**src/rtl/multicycle_ctrl.sv**
```systemverilog
// Multicycle control FSM for the 5-bit-opcode CPU: fetch/decode/execute/memory/writeback sequencing.
// Define ILLEGAL_OP_TRAP_EN to park unknown opcodes in a TRAP state; otherwise they retire as NOPs.
module multicycle_ctrl (
  input  logic       clk,
  input  logic       rstN,
  input  logic [4:0] opCode,
  input  logic       zero,
  input  logic       memReady,
  output logic       memReq,
  output logic       memWrite,
  output logic       iOrD,
  output logic       irWrite,
  output logic       pcEn,
  output logic [1:0] pcSrc,
  output logic       aluSrcA,
  output logic [1:0] aluSrcB,
  output logic [1:0] aluOp,
  output logic       regWrite,
  output logic       regDst,
  output logic       memToReg,
  output logic       trap
);

  localparam logic [4:0] OP_RTYPE = 5'b00000;
  localparam logic [4:0] OP_LW    = 5'b00001;
  localparam logic [4:0] OP_SW    = 5'b00010;
  localparam logic [4:0] OP_BEQ   = 5'b00011;
  localparam logic [4:0] OP_ADDI  = 5'b00100;
  localparam logic [4:0] OP_J     = 5'b00101;

  typedef enum logic [3:0] {
    S_RST, S_FETCH, S_DECODE, S_MEMADR, S_MEMRD, S_MEMWB, S_MEMWR,
    S_EXEC, S_ALUWB, S_ADDIEX, S_ADDIWB, S_BRANCH, S_JUMP, S_TRAP
  } state_t;

  typedef struct packed {
    logic       mem_req;
    logic       mem_write;
    logic       i_or_d;
    logic       fetch_en;
    logic       pc_write;
    logic       branch;
    logic [1:0] pc_src;
    logic       alu_src_a;
    logic [1:0] alu_src_b;
    logic [1:0] alu_op;
    logic       reg_write;
    logic       reg_dst;
    logic       mem_to_reg;
  } ctrl_t;

  state_t state;
  state_t next_state;
  ctrl_t  ctrl_q;

  // Control word for each state; the handshake-dependent strobes are qualified later.
  function automatic ctrl_t decode_ctrl(input state_t s);
    ctrl_t c;
    c = '0;
    case (s)
      S_FETCH: begin
        c.mem_req   = 1'b1;
        c.fetch_en  = 1'b1;
        c.alu_src_b = 2'b01;
      end
      S_DECODE: c.alu_src_b = 2'b11;
      S_MEMADR, S_ADDIEX: begin
        c.alu_src_a = 1'b1;
        c.alu_src_b = 2'b10;
      end
      S_MEMRD: begin
        c.mem_req = 1'b1;
        c.i_or_d  = 1'b1;
      end
      S_MEMWB: begin
        c.reg_write  = 1'b1;
        c.mem_to_reg = 1'b1;
      end
      S_MEMWR: begin
        c.mem_req   = 1'b1;
        c.mem_write = 1'b1;
        c.i_or_d    = 1'b1;
      end
      S_EXEC: begin
        c.alu_src_a = 1'b1;
        c.alu_op    = 2'b10;
      end
      S_ALUWB: begin
        c.reg_write = 1'b1;
        c.reg_dst   = 1'b1;
      end
      S_ADDIWB: c.reg_write = 1'b1;
      S_BRANCH: begin
        c.alu_src_a = 1'b1;
        c.alu_op    = 2'b01;
        c.pc_src    = 2'b01;
        c.branch    = 1'b1;
      end
      S_JUMP: begin
        c.pc_src   = 2'b10;
        c.pc_write = 1'b1;
      end
      default: c = '0;
    endcase
    return c;
  endfunction

  always_comb begin
    next_state = state;
    case (state)
      S_RST:    next_state = S_FETCH;
      S_FETCH:  if (memReady) next_state = S_DECODE;
      S_DECODE: begin
        case (opCode)
          OP_LW, OP_SW: next_state = S_MEMADR;
          OP_RTYPE:     next_state = S_EXEC;
          OP_BEQ:       next_state = S_BRANCH;
          OP_ADDI:      next_state = S_ADDIEX;
          OP_J:         next_state = S_JUMP;
`ifdef ILLEGAL_OP_TRAP_EN
          default:      next_state = S_TRAP;
`else
          default:      next_state = S_FETCH;
`endif
        endcase
      end
      S_MEMADR: next_state = (opCode == OP_LW) ? S_MEMRD : S_MEMWR;
      S_MEMRD:  if (memReady) next_state = S_MEMWB;
      S_MEMWR:  if (memReady) next_state = S_FETCH;
      S_EXEC:   next_state = S_ALUWB;
      S_ADDIEX: next_state = S_ADDIWB;
      S_MEMWB, S_ALUWB, S_ADDIWB, S_BRANCH, S_JUMP: next_state = S_FETCH;
`ifdef ILLEGAL_OP_TRAP_EN
      S_TRAP:   next_state = S_TRAP;
`else
      S_TRAP:   next_state = S_FETCH;
`endif
      default:  next_state = S_RST;
    endcase
  end

  // Outputs are registered from the next state so they line up with the state register.
  always_ff @(posedge clk or negedge rstN) begin
    if (!rstN) begin
      state  <= S_RST;
      ctrl_q <= '0;
    end else begin
      state  <= next_state;
      ctrl_q <= decode_ctrl(next_state);
    end
  end

`ifdef ILLEGAL_OP_TRAP_EN
  logic trap_q;

  always_ff @(posedge clk or negedge rstN) begin
    if (!rstN) trap_q <= 1'b0;
    else       trap_q <= (next_state == S_TRAP);
  end

  assign trap = trap_q;
`else
  assign trap = 1'b0;
`endif

  assign memReq   = ctrl_q.mem_req;
  assign memWrite = ctrl_q.mem_write;
  assign iOrD     = ctrl_q.i_or_d;
  assign pcSrc    = ctrl_q.pc_src;
  assign aluSrcA  = ctrl_q.alu_src_a;
  assign aluSrcB  = ctrl_q.alu_src_b;
  assign aluOp    = ctrl_q.alu_op;
  assign regWrite = ctrl_q.reg_write;
  assign regDst   = ctrl_q.reg_dst;
  assign memToReg = ctrl_q.mem_to_reg;
  // Fetch completes on the same cycle memory answers, so IR and PC loads follow memReady directly.
  assign irWrite  = ctrl_q.fetch_en & memReady;
  assign pcEn     = (ctrl_q.fetch_en & memReady) | ctrl_q.pc_write | (ctrl_q.branch & zero);

endmodule

```
**config.mk**
```make
export PLATFORM = sky130hd
export DESIGN_NAME = multicycle_ctrl
export DESIGN_NICKNAME = d
export VERILOG_FILES = /design/src/rtl/multicycle_ctrl.sv
export SDC_FILE = /design/constraint.sdc
export NUM_CORES = 1
export LEC_CHECK = 0
export CORE_MARGIN = 4
export CORE_UTILIZATION = 25
export DETAILED_ROUTE_END_ITERATION = 7
export DONT_BUFFER_PORTS = 1
export PLACE_DENSITY_LB_ADDON = 0.25
export SETUP_SLACK_MARGIN = 0.1
export SLEW_MARGIN = 10
export SYNTH_ARGS = -nofsm -noshare
export SYNTH_HDL_FRONTEND = slang
export SYNTH_SLANG_ARGS = --single-unit
```
**constraint.sdc**
```tcl
create_clock -name clk -period 2.1 [get_ports clk]
set_clock_uncertainty 0.05 [all_clocks]
set_input_delay 0.42 -clock clk [delete_from_list [all_inputs] [get_ports clk]]
set_output_delay 0.42 -clock clk [all_outputs]
set_load 0.01 [all_outputs]
```
==> results of run 1 <==
==> timing repair <==
| item | CTS | global route |
|---|---|---|
| endpoints found under the setup margin | 7 | 9 |
| buffers inserted | 7 | 1 |
| hold endpoints to repair | 18 | 0 |
| pin swaps | 3 | 7 |
| hold buffers | 1 | 0 |
| resized for setup | 3 | 8 |
==> worst register-to-register path: stages (launching register included) <==
cell and delay, ns:
dfrtp_1 0.41, or2_4 0.27, or4_4 0.51, o32ai_4 0.42, or4_4 0.23, nand2_2 0.04
==> routing by layer <==
| layer | up-vias | global-route usage [%] | wire length [um] |
|---|---|---|---|
| li1 | 313 | - | - |
| met1 | 340 | 11.47 | 886 |
| met2 | 20 | 15.60 | 996 |
| met3 | 5 | 1.459 | 120 |
| met4 | 0 | 4.380 | 47 |
| met5 | - | 0 | 0 |
==> worst paths after layout <==
kind                                   endpoint  slack, ns  depth (start not counted)
hold reg to reg              memToReg$_DFF_PN0_       0.59                          1
hold / removal               aluOp[0]$_DFF_PN0_       0.25                          2
setup / recovery           aluSrcB[0]$_DFF_PN0_       0.06                          5
min in group asynchronous      regDst$_DFF_PN0_       0.63                          1
max in group asynchronous    memWrite$_DFF_PN0_       0.88                          1
setup reg to reg           aluSrcB[0]$_DFF_PN0_       0.06                          5
==> cells in the final DEF, fill, tap and decap left out, drive strengths merged <==
master / instances
buf: 15
xor2: 1
a21boi: 1
conb: 1
a2bb2oi: 1
or4: 2
a211o: 2
o32ai: 1
o21ba: 1
a31oi: 1
o31ai: 2
and3b: 1
dlygate4sd3: 1
inv: 5
or3b: 2
nor2b: 2
mux2i: 1
nor4b: 3
nand2: 8
nand2b: 2
nor3: 2
nor2: 4
nor4: 1
clkbuf: 4
nand4b: 1
and2: 1
a21oi: 3
dfrtp: 18
nand3: 2
o211ai: 2
nand3b: 1
nand4: 1
or2: 2
o31a: 1
==> cell families after synthesis <==
kind of cell	Yosys count
other cells	1
buf+inv	16
xor+xnor	1
simple gates	35
flops	18
mux	1
compound gates	15
==> registers in the layout (all words and copies together) (netlist names) <==
signal    flops
ctrl_q        2
aluSrcA       1
aluSrcB       2
memWrite      1
state         4
memToReg      1
aluOp         2
regDst        1
pcSrc         1
regWrite      1
memReq        1
iOrD          1
==> power breakdown <==
group	total, mW	internal (mW)	switching, mW	leakage, nW
registers	0.541	0.445	0.0962	0.239
logic	0.744	0.373	0.371	0.243
clock network	0.282	0.167	0.116	0.0288
==> cell type report <==
| class | instances | area, um^2 | area share, % |
|---|---|---|---|
| flip-flops and latches | 18 | 450.4 | 40.18 |
| multi-input cells | 53 | 412.9 | 36.83 |
| repair buffers | 16 | 126.4 | 11.27 |
| well taps | 46 | 57.56 | 5.134 |
| clock buffers | 4 | 55.05 | 4.911 |
| inverters | 5 | 18.77 | 1.674 |
==> run metrics, run 1 <==
total track usage 9.260%; Rows 21; WP buf/inv 0; Die Span X 68.98 um; Clock Tree Buf Depth 2; fmax 0.4893 GHz; leakage power 0.5114 nW; final WL 2051 um; Slew HR 48.12%; Fillers 369; largest family of logic cells by synthesized area simple AND/OR/NAND/NOR gates; final worst slack 0.05626 ns; Period Utilization, post-route 97.32%; max-slew violation count 0; antenna-violating nets left 0; Net Count, Synth 96; slowest stage cell, crit path or4_4; Simple-Gate Fraction of Synth Area 23.28%; power density over cell area 1398 mW/mm^2; drt pass-1 iters 3; CP max FO 6; post-route insts no fill 142; worst r2r src state[2]$_DFF_PN0_; Yosys reg bits 18; drt initial violations 15; IO Port Bufs 0; Skew-Pair Late Insertion Delay 0.25 ns; xor/xnor share of the synthesized area 0.9421%; worst path arrival time 2.14 ns; Setup Slack @ Placement 0.03094 ns; Synth Area in Adders 0%; crit path time final 2.044 ns; Clock transition at path regs 0.07 ns; gp weighted congestion 0.7686; Mapped Avg Cell Area 10.69 um^2; DP HPWL 1459 um; post-synthesis sequential area ratio 48.45%; WL/cell 14.44 um; Final Setup Violations 0; P&R area growth vs syn 20.59%; DRC 0; Synth area leaders dfrtp_1 (48%), buf_4 (5.7%), nand2_1 (3.2%), o32ai_4 (3.0%), nor4b_1 (2.8%); Fin. Hold Viols 0; worst vdd ir 0.2676 mV; vias in the first global route 713; Final Net Count 106; initial antenna violation count 0; startpoint types flip-flop; min-delay src opCode[1]; Synth Area in Compound Gates 14.67%; max_cap viols 0; Overflow after GRT 0; Yosys cell types 38; Worst Hold Class in -> reg; die extent in y 68.98 um; YS warnings 0; DR vias 678; CTS buffer count 3; CTS tree yes; most frequent cell after synthesis dfrtp_1; Post-synth top cells dfrtp_1 (18), nand2_1 (8), buf_4 (7); critical path required time 2.20 ns; largest net degree at the start of global routing 19; Post-Synthesis Cells 87; ys async rst share 100.0%; CP peak stage delay 0.51 ns; core area 0.003468 mm^2; Critical Path Most Common Cell or4_4; hold_ws 0.2500 ns; Placed Area 954.7 um^2; Synth Cell Area 929.6 um^2; htree depth 1; total power 1.567 mW; Most used DFF post-synth dfrtp_1; Sink Count 18; status complete, no violations; share of the synthesized area in the top cell type 48.45%; clk root buf clkbuf_8; io pins 25; Tightest Pin Transition 0.7757 ns; crit path cell chain or2_4 > or4_4 > o32ai_4 > or4_4 > nand2_2; Starting Density 26.80%; critical path type reg -> reg; Setup crit end kind flip-flop; full die area 0.004758 mm^2; area leader, netlist dfrtp_1; RSZ-0062 raised after global routing yes; Post-synth EDFFs 0; mux share of post-synthesis cell area 1.077%; Placed Cells 129; final instance area 0.001121 mm^2; Setup TNS Final 0 ns; n_diodes 0; fin util 32.32%; first-pass GRT wire length 3229 um; DR vias/cell 4.775; share of cells above drive strength 1 37.50%; Critical path origin state[2]$_DFF_PN0_; kind of cell adding the most delay to the critical path simple AND/OR/NAND/NOR gates
Note: power is estimated with default switching activity, not from simulation.
==> inputs of run 2 (changes only) <==
--- a/config.mk
+++ b/config.mk
@@ -9,6 +9,7 @@
 export CORE_UTILIZATION = 25
 export DETAILED_ROUTE_END_ITERATION = 7
 export DONT_BUFFER_PORTS = 1
+export HOLD_SLACK_MARGIN = 0.08
 export PLACE_DENSITY_LB_ADDON = 0.25
 export SETUP_SLACK_MARGIN = 0.1
 export SLEW_MARGIN = 10
==> results of run 2 <==
Same layout as run 1: the final DEF is identical, and so are final timing and power.
